## src/rtl/conf_cal_pkg.sv

```systemverilog
// Shared types and constants for the inverter-strength calibration controller.
package conf_cal_pkg;

  typedef enum logic [2:0] {
    ST_IDLE   = 3'd0,
    ST_INIT   = 3'd1,
    ST_SETTLE = 3'd2,
    ST_SAMPLE = 3'd3,
    ST_LOCKED = 3'd4,
    ST_FAIL   = 3'd5
  } cal_state_e;

  typedef enum logic [1:0] {
    DIR_NONE = 2'd0,
    DIR_UP   = 2'd1,
    DIR_DOWN = 2'd2
  } cal_dir_e;

  typedef enum logic {
    PHASE_P = 1'b0,
    PHASE_N = 1'b1
  } cal_phase_e;

  // Comparator codes {O_INVU, O_INVD}; anything else is an invalid sample.
  localparam logic [1:0] CMP_DOWN = 2'b10;
  localparam logic [1:0] CMP_UP   = 2'b01;

  // States in which a calibration run is in progress.
  function automatic logic is_busy_state(input cal_state_e s);
    return (s == ST_INIT) || (s == ST_SETTLE) || (s == ST_SAMPLE);
  endfunction

endpackage

```

## src/rtl/conf_cal_settle_timer.sv

```systemverilog
// Settle countdown: after load, expired rises on the SETTLE_CYCLES-th enabled cycle.
module conf_cal_settle_timer #(
  parameter int SETTLE_CYCLES = 8
) (
  input  logic clk,
  input  logic rst_n,
  input  logic load,
  input  logic enable,
  output logic expired
);

  localparam logic [7:0] LOAD_VAL = 8'(SETTLE_CYCLES - 1);

  logic [7:0] cnt_q;
  logic [7:0] cnt_d;

  // Reload on entry to a settle period, otherwise count down to zero and hold.
  always_comb begin
    cnt_d = cnt_q;
    if (load) begin
      cnt_d = LOAD_VAL;
    end else if (enable && (cnt_q != 8'd0)) begin
      cnt_d = cnt_q - 8'd1;
    end
  end

  // Counter register with synchronous active-low reset.
  always_ff @(posedge clk) begin
    if (!rst_n) cnt_q <= 8'd0;
    else        cnt_q <= cnt_d;
  end

  assign expired = (cnt_q == 8'd0);

endmodule

```

## src/rtl/conf_cal_ctrl.sv

```systemverilog
// Calibration controller: walks the PMOS code, then the NMOS code, of an
// inverter pair until the comparator reverses direction, then locks.
// START and ABORT are plain levels sampled on every rising edge; there is no
// valid/ready handshake on this block. DBG_STATE mirrors the state register.
module conf_cal_ctrl
  import conf_cal_pkg::*;
#(
  parameter int CONF_BITS     = 4,
  parameter int SETTLE_CYCLES = 8,
  parameter int INVALID_LIMIT = 3
) (
  input  logic                 CLK,
  input  logic                 RST_N,
  input  logic                 START,
  input  logic                 ABORT,
  input  logic                 O_INVU,
  input  logic                 O_INVD,
  output logic [CONF_BITS-1:0] INVU_PCONF,
  output logic [CONF_BITS-1:0] INVU_NCONF,
  output logic [CONF_BITS-1:0] INVD_PCONF,
  output logic [CONF_BITS-1:0] INVD_NCONF,
  output logic                 BUSY,
  output logic                 DONE,
  output logic                 ERR,
  output cal_state_e           DBG_STATE
);

  localparam int                 INV_W       = $clog2(INVALID_LIMIT + 1);
  localparam logic [INV_W-1:0]   INV_LIMIT_V = INV_W'(INVALID_LIMIT);
  localparam logic [CONF_BITS-1:0] CODE_MAX  = {CONF_BITS{1'b1}};

  cal_state_e           state_q, state_d;
  cal_phase_e           phase_q, phase_d;
  cal_dir_e             last_dir_q, last_dir_d;
  logic [INV_W-1:0]     inv_cnt_q, inv_cnt_d;
  logic [CONF_BITS-1:0] pcode_q, pcode_d;
  logic [CONF_BITS-1:0] ncode_q, ncode_d;
  logic                 busy_q, busy_d;
  logic                 done_q, done_d;
  logic                 err_q, err_d;

  logic                 timer_load;
  logic                 timer_expired;

  logic [1:0]           cmp;
  cal_dir_e             samp_dir;
  logic                 samp_valid;
  logic                 reversal;
  logic [CONF_BITS-1:0] active_code;
  logic                 saturate;
  logic [INV_W-1:0]     inv_next;
  logic                 inv_limit_hit;

  // Reload the settle timer whenever a settle period is about to begin.
  assign timer_load = (state_d == ST_SETTLE) && (state_q != ST_SETTLE);

  conf_cal_settle_timer #(
    .SETTLE_CYCLES(SETTLE_CYCLES)
  ) u_settle_timer (
    .clk    (CLK),
    .rst_n  (RST_N),
    .load   (timer_load),
    .enable (state_q == ST_SETTLE),
    .expired(timer_expired)
  );

  // Decode the comparator sample and the conditions it leads to.
  always_comb begin
    cmp         = {O_INVU, O_INVD};
    samp_dir    = DIR_NONE;
    if (cmp == CMP_DOWN)    samp_dir = DIR_DOWN;
    else if (cmp == CMP_UP) samp_dir = DIR_UP;
    samp_valid  = (samp_dir != DIR_NONE);
    reversal    = samp_valid && (last_dir_q != DIR_NONE) && (samp_dir != last_dir_q);
    active_code = (phase_q == PHASE_P) ? pcode_q : ncode_q;
    saturate    = samp_valid && !reversal &&
                  (((samp_dir == DIR_DOWN) && (active_code == '0)) ||
                   ((samp_dir == DIR_UP)   && (active_code == CODE_MAX)));
    inv_next      = inv_cnt_q + INV_W'(1);
    inv_limit_hit = !samp_valid && (inv_next >= INV_LIMIT_V);
  end

  // State register.
  always_ff @(posedge CLK) begin
    if (!RST_N) state_q <= ST_IDLE;
    else        state_q <= state_d;
  end

  // Next-state logic; ABORT wins over everything including START.
  always_comb begin
    state_d = state_q;
    if (ABORT) begin
      state_d = ST_IDLE;
    end else begin
      unique case (state_q)
        ST_IDLE, ST_LOCKED, ST_FAIL: if (START) state_d = ST_INIT;
        ST_INIT:   state_d = ST_SETTLE;
        ST_SETTLE: if (timer_expired) state_d = ST_SAMPLE;
        ST_SAMPLE: begin
          if (!samp_valid)   state_d = inv_limit_hit ? ST_FAIL : ST_SETTLE;
          else if (reversal) state_d = (phase_q == PHASE_P) ? ST_SETTLE : ST_LOCKED;
          else if (saturate) state_d = ST_FAIL;
          else               state_d = ST_SETTLE;
        end
        default:   state_d = ST_IDLE;
      endcase
    end
  end

  // Output flags, registered from the next state so they line up with it.
  always_comb begin
    busy_d = is_busy_state(state_d);
    done_d = (state_d == ST_LOCKED);
    err_d  = (state_d == ST_FAIL);
  end

  // Code, phase, direction and invalid-count updates; frozen on ABORT.
  always_comb begin
    pcode_d    = pcode_q;
    ncode_d    = ncode_q;
    phase_d    = phase_q;
    last_dir_d = last_dir_q;
    inv_cnt_d  = inv_cnt_q;
    if (!ABORT) begin
      if (state_q == ST_INIT) begin
        pcode_d    = CODE_MAX;
        ncode_d    = CODE_MAX;
        phase_d    = PHASE_P;
        last_dir_d = DIR_NONE;
        inv_cnt_d  = '0;
      end else if (state_q == ST_SAMPLE) begin
        if (!samp_valid) begin
          inv_cnt_d = inv_next;
        end else begin
          inv_cnt_d = '0;
          if (reversal) begin
            if (phase_q == PHASE_P) begin
              phase_d    = PHASE_N;
              last_dir_d = DIR_NONE;
            end
          end else begin
            last_dir_d = samp_dir;
            if (!saturate) begin
              if (phase_q == PHASE_P) begin
                pcode_d = (samp_dir == DIR_DOWN) ? pcode_q - 1'b1 : pcode_q + 1'b1;
              end else begin
                ncode_d = (samp_dir == DIR_DOWN) ? ncode_q - 1'b1 : ncode_q + 1'b1;
              end
            end
          end
        end
      end
    end
  end

  // Datapath and output flag registers.
  always_ff @(posedge CLK) begin
    if (!RST_N) begin
      pcode_q    <= CODE_MAX;
      ncode_q    <= CODE_MAX;
      phase_q    <= PHASE_P;
      last_dir_q <= DIR_NONE;
      inv_cnt_q  <= '0;
      busy_q     <= 1'b0;
      done_q     <= 1'b0;
      err_q      <= 1'b0;
    end else begin
      pcode_q    <= pcode_d;
      ncode_q    <= ncode_d;
      phase_q    <= phase_d;
      last_dir_q <= last_dir_d;
      inv_cnt_q  <= inv_cnt_d;
      busy_q     <= busy_d;
      done_q     <= done_d;
      err_q      <= err_d;
    end
  end

  assign INVU_PCONF = pcode_q;
  assign INVU_NCONF = ncode_q;
  assign INVD_PCONF = ~pcode_q;
  assign INVD_NCONF = ~ncode_q;
  assign BUSY       = busy_q;
  assign DONE       = done_q;
  assign ERR        = err_q;
  assign DBG_STATE  = state_q;

endmodule

```

## config.mk

```make
export PLATFORM = sky130hd
export DESIGN_NAME = conf_cal_ctrl
export DESIGN_NICKNAME = d
export VERILOG_FILES = /design/src/rtl/conf_cal_pkg.sv /design/src/rtl/conf_cal_settle_timer.sv /design/src/rtl/conf_cal_ctrl.sv
export SDC_FILE = /design/constraint.sdc
export NUM_CORES = 1
export LEC_CHECK = 0
export ABC_CLOCK_PERIOD_IN_PS = 3000
export BUFFER_PORTS_ARGS = -buffer_cell sky130_fd_sc_hd__buf_2
export CAP_MARGIN = 25
export CORE_UTILIZATION = 55
export DETAILED_ROUTE_END_ITERATION = 10
export GPL_ROUTABILITY_DRIVEN = 0
export PLACE_DENSITY = 0.85
export SETUP_SLACK_MARGIN = 0.4
export SYNTH_ARGS = -nofsm -noshare
export SYNTH_HDL_FRONTEND = slang
export SYNTH_SLANG_ARGS = --single-unit
```

## constraint.sdc

```tcl
create_clock -name CLK -period 3 [get_ports CLK]
set_input_delay 0.3 -clock CLK [delete_from_list [all_inputs] [get_ports CLK]]
set_output_delay 0.3 -clock CLK [all_outputs]
set_load 0.01 [all_outputs]
```

# Word-level counts from Yosys, hierarchy flattened
# Cells that the tools add are included.
totals:
  reg_bits: 27
  inputBits: 6
  out_inout_bits: 22
  word_cells: 115
classes:
  n_addsub: 6
  order_cmp: 1
  eq_ne: 21
  mux: 40
  bitwise: 4
  n_reduce_logical: 32
op_table:
  columns: ["op", "count"]
  rows:
  - ["4-bit two-way mux", 15]
  - ["3-bit two-way mux", 10]
  - ["2-bit two-way mux", 9]
  - ["2-bit nonzero test", 7]
  - ["3-bit by 2-bit equality test with 1-bit output (second input constant)", 4]
  - ["3-bit equality test (second input constant)", 4]
  - ["3-bit one-hot mux with 4 select lines", 1]
  - ["6-bit AND reduction", 2]
  - ["1-bit logical AND", 9]
  - ["4-bit by 1-bit adder with 4-bit output (second input constant)", 2]
  - ["8-bit zero test", 1]
  - ["4-bit inverter", 2]
  - ["4-bit AND reduction", 2]
  - ["8-bit nonzero test", 1]
  - ["4-bit by 1-bit subtractor with 4-bit output (second input constant)", 2]
  - ["8-bit by 1-bit subtractor with 8-bit output (second input constant)", 1]
  - ["3-bit by 1-bit equality test with 1-bit output (second input constant)", 2]
  - ["2-bit by 1-bit inequality test with 1-bit output (second input constant)", 3]
  - ["3-bit by 2-bit inequality test with 1-bit output (second input constant)", 2]
  - ["1-bit two-way mux", 5]
  - ["2-bit by 1-bit equality test with 1-bit output (second input constant)", 2]
  - ["2-bit equality test (second input constant)", 2]
  - ["4-bit equality test (second input constant)", 1]
  - ["4-bit zero test", 1]
  - ["other kinds (10)", 14]

# Logic depth before layout (Yosys ltp)
# Gate-level depths: netlist of the first run.
logic_depth:
  ltp_word: 17
  mapped_depth: 9
  depth_no_buf: 9

# Modules after synthesis
# Synthesis of the first run repeated with hierarchy kept, for this count alone.
hier_totals:
  cells_unflattened: 217
  hier_area_um2: 1786.7
modules_own_cells:
  columns: ["mod", "instances", "cells_each", "area_per_inst_um2"]
  rows:
  - ["conf_cal_ctrl", 1, 165, 1333.8]
  - ["conf_cal_settle_timer", 1, 52, 452.9]

# Least setup slack after synthesis of the first run
# Ideal clock, no wire load.
synth_timing:
  path_kind: "in2reg"
  start: "in O_INVD"
  end: "reg pcode_q[3] (netlist: INVU_PCONF[3])"
  setup_ns: 0.136
  t_arrival_ns: 2.068
  t_required_ns: 2.864
  setup_slack_ns: 0.796
  path_stages: 9
  path_cell_list: "inv_1 -> ha_1 -> ha_1 -> a21o_1 -> a21oi_1 -> xor2_1 -> or4_1 -> o32ai_1 -> o21ai_0"
synth_via:
  elab_chain_cells: 11
  elab_cells_between_ends: 27
synth_rtl:
  columns: ["item", "line", "text"]
  rows:
  - ["start: declaration", "conf_cal_ctrl.sv:17", "input logic O_INVD,"]
  - ["2-bit by 1-bit equality test with 1-bit output", "conf_cal_ctrl.sv:72", "else if (cmp == CMP_UP) samp_dir = DIR_UP;"]
  - ["1-bit two-way mux", "conf_cal_ctrl.sv:72", null]
  - ["2-bit two-way mux (*)", "conf_cal_ctrl.sv:71", "if (cmp == CMP_DOWN) samp_dir = DIR_DOWN;"]
  - ["2-bit equality test or 2-bit nonzero test (tied branches)", "conf_cal_ctrl.sv:77, conf_cal_ctrl.sv:145, conf_cal_ctrl.sv:73", null]
  - ["4-bit two-way mux or 1-bit logical AND (tied branches)", "conf_cal_ctrl.sv:145, conf_cal_ctrl.sv:74", null]
  - ["4-bit two-way mux or 1-bit logical AND (tied branches)", "conf_cal_ctrl.sv:144, conf_cal_ctrl.sv:74", null]
  - ["4-bit two-way mux or 1-bit zero test (tied branches)", "conf_cal_ctrl.sv:143, conf_cal_ctrl.sv:76", null]
  - ["4-bit two-way mux or 1-bit logical AND (tied branches)", "conf_cal_ctrl.sv:136, conf_cal_ctrl.sv:76", null]
  - ["4-bit two-way mux or 1-bit logical AND (tied branches)", "conf_cal_ctrl.sv:132, conf_cal_ctrl.sv:76", null]
  - ["4-bit two-way mux or 2-bit by 1-bit inequality test with 1-bit output (tied branches)", null, null]
  - ["4-bit two-way mux or 6-bit AND reduction (tied branches)", null, null]
  - ["end signal: assignment", "conf_cal_ctrl.sv:168", "pcode_q <= pcode_d;"]
  - ["end: declaration", "conf_cal_ctrl.sv:36", "logic [CONF_BITS-1:0] pcode_q, pcode_d;"]
# Mark *: on every way between the ends. The rest lies on a longest branch, timed or not. The select of a mux whose other input is x is not followed.
# A chain may end at the register's enable or synchronous reset.

# Worst setup path in the final report of the first run
layout_timing:
  start: "reg state_q[1] (netlist: DBG_STATE[1])"
  end: "reg ncode_q[0] (netlist: INVU_NCONF[0])"
layout_via:
  elab_chain_cells: 3
  elab_cells_between_ends: 9
layout_rtl:
  columns: ["item", "line", "text"]
  rows:
  - ["start: declaration", "conf_cal_ctrl.sv:32", "cal_state_e state_q, state_d;"]
  - ["start signal: assignment", "conf_cal_ctrl.sv:86", "else state_q <= state_d;"]
  - ["3-bit by 1-bit equality test with 1-bit output or 3-bit by 2-bit equality test with 1-bit output (tied branches)", "conf_cal_ctrl.sv:125, conf_cal_ctrl.sv:131", null]
  - ["2-bit by 1-bit inequality test with 1-bit output (no line) or 2-bit nonzero test (tied branches)", null, null]
  - ["6-bit AND reduction (no line)", null, null]
  - ["end signal: assignment", "conf_cal_ctrl.sv:169", "ncode_q <= ncode_d;"]
  - ["end: declaration", "conf_cal_ctrl.sv:37", "logic [CONF_BITS-1:0] ncode_q, ncode_d;"]
# Several ways; a longest one is shown, not always the timed one.

==> impl_metrics.ini, run 1 <==
[status]
status = complete, but fails checks
violations = design-rule violations

[drt]
routed-via-count = 1473
vias_per_cell = 5.776
firstDrtPassIters = 7
drtIter0Drc = 86
detail-route-antenna-nets = 0
drt-total-wl_mm = 3.495
wl_per_cell_um = 13.71
drc = 2

[floorplanning]
initial_core_util_pct = 59.41
boundaryPins = 28
die_x_um = 57.05
die-area_sq_mm = 0.003254
placementRows = 19
core-area_sq_mm = 0.002805
die_h_um = 57.05

[timing]
grt_setup_unrepaired = false
timing.hold.ws_ns = 0.2854
min_period_ns = 2.244
slew_violations = 0
fin_crit_sh_pct = 74.80
tns_ns = 0
fmax_mhz = 445.7
worst_pin_slew_ns = 0.7089
postLayoutSetupSlackWorst_ns = 0.7561
hold_viol_final = 0
clock_skew_ns = 0.006310
slew_headroom_pct = 52.30
finalSetupViolations = 0

[clocking]
ctsResizeCount = 0
numClockSinks = 27
cts-root-buf = clkbuf_4
postCtsHoldBufs = 0
numCtsBuffers = 3
clock_path_buffers = 2
postCtsSetupBuffers = 0
htree_num_levels = 1
clk_transition_reported_paths_ns = 0.15
worstSkewPairLatency_ns = 0.34
cts_tree = built

[critical_path]
end_kind = flip-flop
cp.arrival_ns = 2.48
crit_type = reg2reg
crit_path_start_kind = flip-flop
crit_chain = nand2_1 > or2_2 > nor4_1 > and3_1 > a22oi_1
cp_slowest_stage_delay_ns = 0.61
crit_slowest_cell = nor4_1
path_max_fanout = 12
worstPathRequired_ns = 3.23

[hold_path]
hold_path_class = in2reg

[final_layout]
num_antenna_cells = 0
drive_above_1_share_pct = 18.75
fillers = 244
nets = 242
area_delta_synth_final_pct = 9.985

[logic_synthesis]
synth_cell_types = 50
synth_most_common_cell = dfxtp_1
ys_seq_elements = 27
yosys_warnings = 0
synth_area_leaders = dfxtp_1 32%, ha_1 6.8%, nor2_1 5.4%
synth_edf_count = 0
synth-main-ff-cell = dfxtp_1
synth.net_count = 216
synthTopCellsByCount = 27 x dfxtp_1, 24 x nor2_1, 22 x inv_1, 17 x nand2_1
synth.top_cell.area_share_pct = 32.43
syn_inst = 199
syn_area_per_cell_sq_um = 8.375
seq_area_frac_synth_pct = 32.43
netlist_area_sq_mm = 0.001667
yosys.area.top_type = dfxtp_1
async_flop_share_pct = 0

[place]
port_buffers = 27
post-place-ws_ns = 0.5144
post-dp-hpwl_mm = 2.522

[power_and_ir_drop]
power.density_mw_per_mm2 = 339.1
max-vdd-ir-drop_v = 0.0001600
seqPwrFrac_pct = 59.4
internal-power_uw = 449.6
p_leak_uw = 0.0008253
swShare_pct = 27.67
combinationalPowerShare_pct = 13.8
clkPwrFrac_pct = 26.8
power.switching_uw = 172.0

[global_routing]
grt_usage_pct = 22.72
grt_max_degree = 15
grt-ovfl-total = 0
grt_pass1_wl_mm = 5.809
grt_pass1_vias = 1278
grt_antenna_before_repair = 0

[flow_run]
drv_cap = 0
==> layer usage <==
layer	track usage [%]	wire length, um	vias up
met5	0	0	-
met2	34.45	1508	44
met1	33.48	1769	668
met4	7.317	46	0
li1	-	-	756
met3	2.948	171	5
==> worst max-delay path, delay by kind of cell (launching register included) <==
family | cells | cell delay [ns]
flip-flops | 1 | 0.60
AND/OR/NAND/NOR | 4 | 1.44
AO/OA/AOI/OAI | 1 | 0.10
==> per-stage QoR <==
step	total power [uW]	utilization (%)	instances	cell area, sq um
detailed placement	460.6	64.41	251	1807
CTS	621.5	65.34	255	1833
floorplan	439.0	-	199	1667
global route	645.0	65.34	255	1833
finish	621.6	65.34	255	1833
global placement	458.7	64.41	251	1807
==> sequential cells by signal, indices dropped and copies added (netlist names) <==
signal,cells
DBG_STATE,3
ERR,1
BUSY,1
INVU_NCONF,4
u_settle_timer.cnt_q,8
INVU_PCONF,4
last_dir_q,2
inv_cnt_q,2
phase_q,1
DONE,1
==> placed cells by master, fill, tap and decap left out, types with 4 or more instances in the layout <==
cell / instances
dfxtp_1: 27
buf_2: 27
nor2_1: 24
inv_1: 22
nand2_1: 17
a21oi_1: 9
ha_1: 9
xnor2_1: 6
o21ai_0: 6
nand2b_1: 5
a32oi_1: 5
xor2_1: 5
nor4_1: 4
a21o_1: 4
==> logic make-up after synthesis <==
group                      share of synthesized area, %
xor gates and xnor gates                          5.781
buffers and inverters                             6.982
adders and majority gates                         9.159
AOI/OAI and AO/OA                                 22.22
DFF                                               32.43
and+or+nand+nor                                   23.42
==> final timing paths <==
path	start	slack (ns)	end	cells past startpoint
min	RST_N	0.29	INVU_NCONF[3]$_SDFFE_PN1P_	2
max	DBG_STATE[1]$_SDFF_PN0_	0.76	INVU_NCONF[0]$_SDFFE_PN1P_	5
max reg2reg	DBG_STATE[1]$_SDFF_PN0_	0.76	INVU_NCONF[0]$_SDFFE_PN1P_	5
min reg2reg	inv_cnt_q[0]$_SDFFE_PN0P_	0.47	inv_cnt_q[0]$_SDFFE_PN0P_	2
==> layout make-up <==
cell class | instances | area (sq um) | area share [%]
well taps | 31 | 38.79 | 2.116
clock buffers | 4 | 26.28 | 1.433
multi-input cells | 144 | 1010 | 55.09
flip-flops and latches | 27 | 540.5 | 29.49
inverters | 22 | 82.58 | 4.505
repair buffers | 27 | 135.1 | 7.372
==> power groups by stage <==
stage	sequential [uW]	clock [uW]	combinational, uW
4_1_cts	369	168	84.7
3_5_place_dp	377	0	83.9
2_1_floorplan	375	0	63.9
5_1_grt	370	179	95.8
6_report	369	167	85.8
3_3_place_gp	376	0	82.3
Note: power is estimated with default switching activity, not from simulation.
==> run 2, diff against run 1 <==
ABC_AREA = 1   (was unset)
ABC_CLOCK_PERIOD_IN_PS = 2000   (was 3000)
CORE_UTILIZATION = 50   (was 55)
PLACE_DENSITY = 0.82   (was 0.85)
clock period = 2 ns   (was 3 ns; I/O delays follow)
==> run 2 against run 1 <==
  * Routed wire length grew 11%
  * Synthesized cell count grew 20%
  * Fmax grew 39%
  * Clock skew grew 0.0059 ns
  * Critical endpoint is now u_settle_timer.cnt_q[4]$_SDFFE_PP0P_
  * Flip-flop and latch count is the same
  * Global-route usage shrank 3.0 points
  * Highest routed layer unchanged
  * Setup slack lost 0.37 ns
  * Via count grew 10%
  * Critical path depth grew 5
  * Sequential share of layout area shrank 3.6 points
  * The flow now finishes without violations
  * Die area grew 14%
==> impl_metrics.ini, run 2 <==
[status]
status = finished, final reports clean

[drt]
detail-route-antenna-nets = 0
drc = 0
routed-via-count = 1620
vias_per_cell = 5.110
wl_per_cell_um = 12.24
drtIter0Drc = 88
firstDrtPassIters = 4
drt-total-wl_mm = 3.880

[global_routing]
grt_max_degree = 17
grt_pass1_vias = 1313
grt_pass1_wl_mm = 5.575
grt_usage_pct = 19.67
grt_antenna_before_repair = 0
grt-ovfl-total = 0

[timing]
grt_setup_unrepaired = true
postLayoutSetupSlackWorst_ns = 0.3834
tns_ns = 0
fin_crit_sh_pct = 80.83
worst_pin_slew_ns = 0.3699
fmax_mhz = 618.6
hold_viol_final = 0
clock_skew_ns = 0.01222
min_period_ns = 1.617
slew_headroom_pct = 75.23
slew_violations = 0
finalSetupViolations = 0

[logic_synthesis]
async_flop_share_pct = 0
synth.net_count = 255
synthTopCellsByCount = 46 x nand2_1, 30 x inv_1, 28 x nor2_1, 27 x dfxtp_1, 11 x nand3_1
synthAdderAreaFrac_pct = 8.783
ys_seq_elements = 27
synth.top_cell.area_share_pct = 31.10
synth_cell_types = 33
synth_area_leaders = dfxtp_1 31%, nand2_1 9.9%, ha_1 6.5%
syn_inst = 238
yosys_warnings = 0
synthMuxAreaShare_pct = 0
synthSimpleGateAreaFrac_pct = 32.04
synth_edf_count = 0
synth_compound_area_share_pct = 11.59
synth_top_family_by_area = simple AND/OR/NAND/NOR gates
synth-main-ff-cell = dfxtp_1
synth_most_common_cell = nand2_1
yosys.area.top_type = dfxtp_1
synthXorXnorAreaFrac_pct = 6.551
seq_area_frac_synth_pct = 31.10
syn_area_per_cell_sq_um = 7.302
netlist_area_sq_mm = 0.001738

[final_layout]
largest_register = u_settle_timer.cnt_q
final_cell_mix = 40 x nand2_1, 27 x buf_2, 26 x inv_1, 22 x nor2_1, 17 x dfxtp_1
area_delta_synth_final_pct = 23.69
design_area_sq_mm = 0.002150
utilization_pct = 64.42
nets = 289
largest_register_ffs = 8
layout_commonest_cell = nand2_1
drive_above_1_share_pct = 38.75
num_antenna_cells = 0

[clocking]
clk_transition_reported_paths_ns = 0.16
worstSkewPairLatency_ns = 0.35
numClockSinks = 27
numCtsBuffers = 3
postCtsHoldBufs = 0
cts_tree = built
clock_path_buffers = 2
cts-root-buf = clkbuf_4
htree_num_levels = 1

[place]
post-dp-hpwl_mm = 2.568
port_buffers = 27
placedInstanceArea_sq_mm = 0.001917
post-place-ws_ns = 0.2182

[floorplanning]
die_h_um = 60.96
die_x_um = 60.96
initial_core_util_pct = 52.08
placementRows = 21
core-area_sq_mm = 0.003337
die-area_sq_mm = 0.003716
boundaryPins = 28

[critical_path]
path_max_fanout = 7
crit_path_start_kind = flip-flop
cp_slowest_stage_delay_ns = 0.41
cp_top_family = simple AND/OR/NAND/NOR gates
worstPathRequired_ns = 2.26
cp.arrival_ns = 1.88
cp_common_cell = nand2_4
crit_chain = buf_6 > nand2_4 > o21ai_2 > o21bai_4 > nand3_4 > nand4_1 > nand2_2 > nand2_4 > o21ai_4 > nor2_1
crit_type = reg2reg
end_kind = flip-flop
crit_slowest_cell = dfxtp_4
critical_path_buf_inv_count = 1

[flow_run]
drv_cap = 0

[power_and_ir_drop]
p_leak_uw = 0.001047
power.density_mw_per_mm2 = 493.6
max-vdd-ir-drop_v = 0.0002725

[hold_path]
hold_path_class = in2reg
run 2: cell count changes after synthesis, moves of 5 or more:
cell      previous run  this run
nand2_1             17        46
nand3_1              2        11
inv_1               22        30
inv_2                0         8
o21ai_1              0         8
nand2_2              0         6
a32oi_1              5         0
nand2b_1             5         0
nand3_2              0         5
run 2: per-stage QoR:
stage | power [uW] | hold slack, ns | cells
after global routing | 1111 | 0.1825 | 317
after detailed placement | 766.0 | 0.5182 | 308
after global placement | 761.8 | 0.5216 | 308
after CTS | 1014 | 0.1680 | 313
final | 1061 | 0.1828 | 317
after floorplan | 723.4 | 0.3393 | 238
run 2: final cells by class:
type | count | area [sq um]
well taps | 46 | 57.56
repair buffers | 33 | 183.9
inverters | 39 | 151.4
fillers | 281 | 1187
multi-input cells | 168 | 1171
clock inverters | 1 | 7.507
clock buffers | 3 | 22.52
flip-flops and latches | 27 | 555.5
run 2: cells by family after synthesis:
kind of cell | Yosys count
AOI/OAI and AO/OA | 30
xor gates and xnor gates | 13
adders and majority gates | 11
buffers and inverters | 43
DFF | 27
and+or+nand+nor | 114
run 2: where the power goes:
| group | switching (uW) | leakage [uW] | internal, uW |
|---|---|---|---|
| registers | 13.2 | 0.000220 | 551 |
| logic | 145 | 0.000813 | 91.3 |
| clock network | 184 | 0.0000139 | 77.0 |
run 2: worst paths after layout:
path | startpoint | to | slack [ns] | cells after the start
max | phase_q$_SDFFE_PN0P_ | u_settle_timer.cnt_q[4]$_SDFFE_PP0P_ | 0.38 | 10
min | RST_N | INVU_PCONF[2]$_SDFFE_PN1P_ | 0.18 | 2
max reg2reg | phase_q$_SDFFE_PN0P_ | u_settle_timer.cnt_q[4]$_SDFFE_PP0P_ | 0.38 | 10
min reg2reg | last_dir_q[1]$_SDFFE_PN0P_ | last_dir_q[1]$_SDFFE_PN0P_ | 0.52 | 2
run 2: routing by layer:
layer | wire length (um) | vias to the layer above | track usage, %
met5 | 0 | - | 0
met4 | 68 | 0 | 4.870
met3 | 122 | 7 | 3.198
met2 | 1956 | 40 | 32.50
met1 | 1733 | 747 | 26.82
li1 | - | 826 | -
run 2: worst register-to-register path, cell delays in order (launching register included):
cell and delay (ns):
dfxtp_4 0.41, buf_6 0.13, nand2_4 0.05, o21ai_2 0.06
o21bai_4 0.19, nand3_4 0.10, nand4_1 0.10, nand2_2 0.11
nand2_4 0.07, o21ai_4 0.25, nor2_1 0.07
run 2: what timing repair did:
action	in CTS	in global routing
buffers inserted	1	4
gates resized for setup	4	45
endpoints found under the setup margin	17	21
pin swaps	3	16
gates cloned	0	0
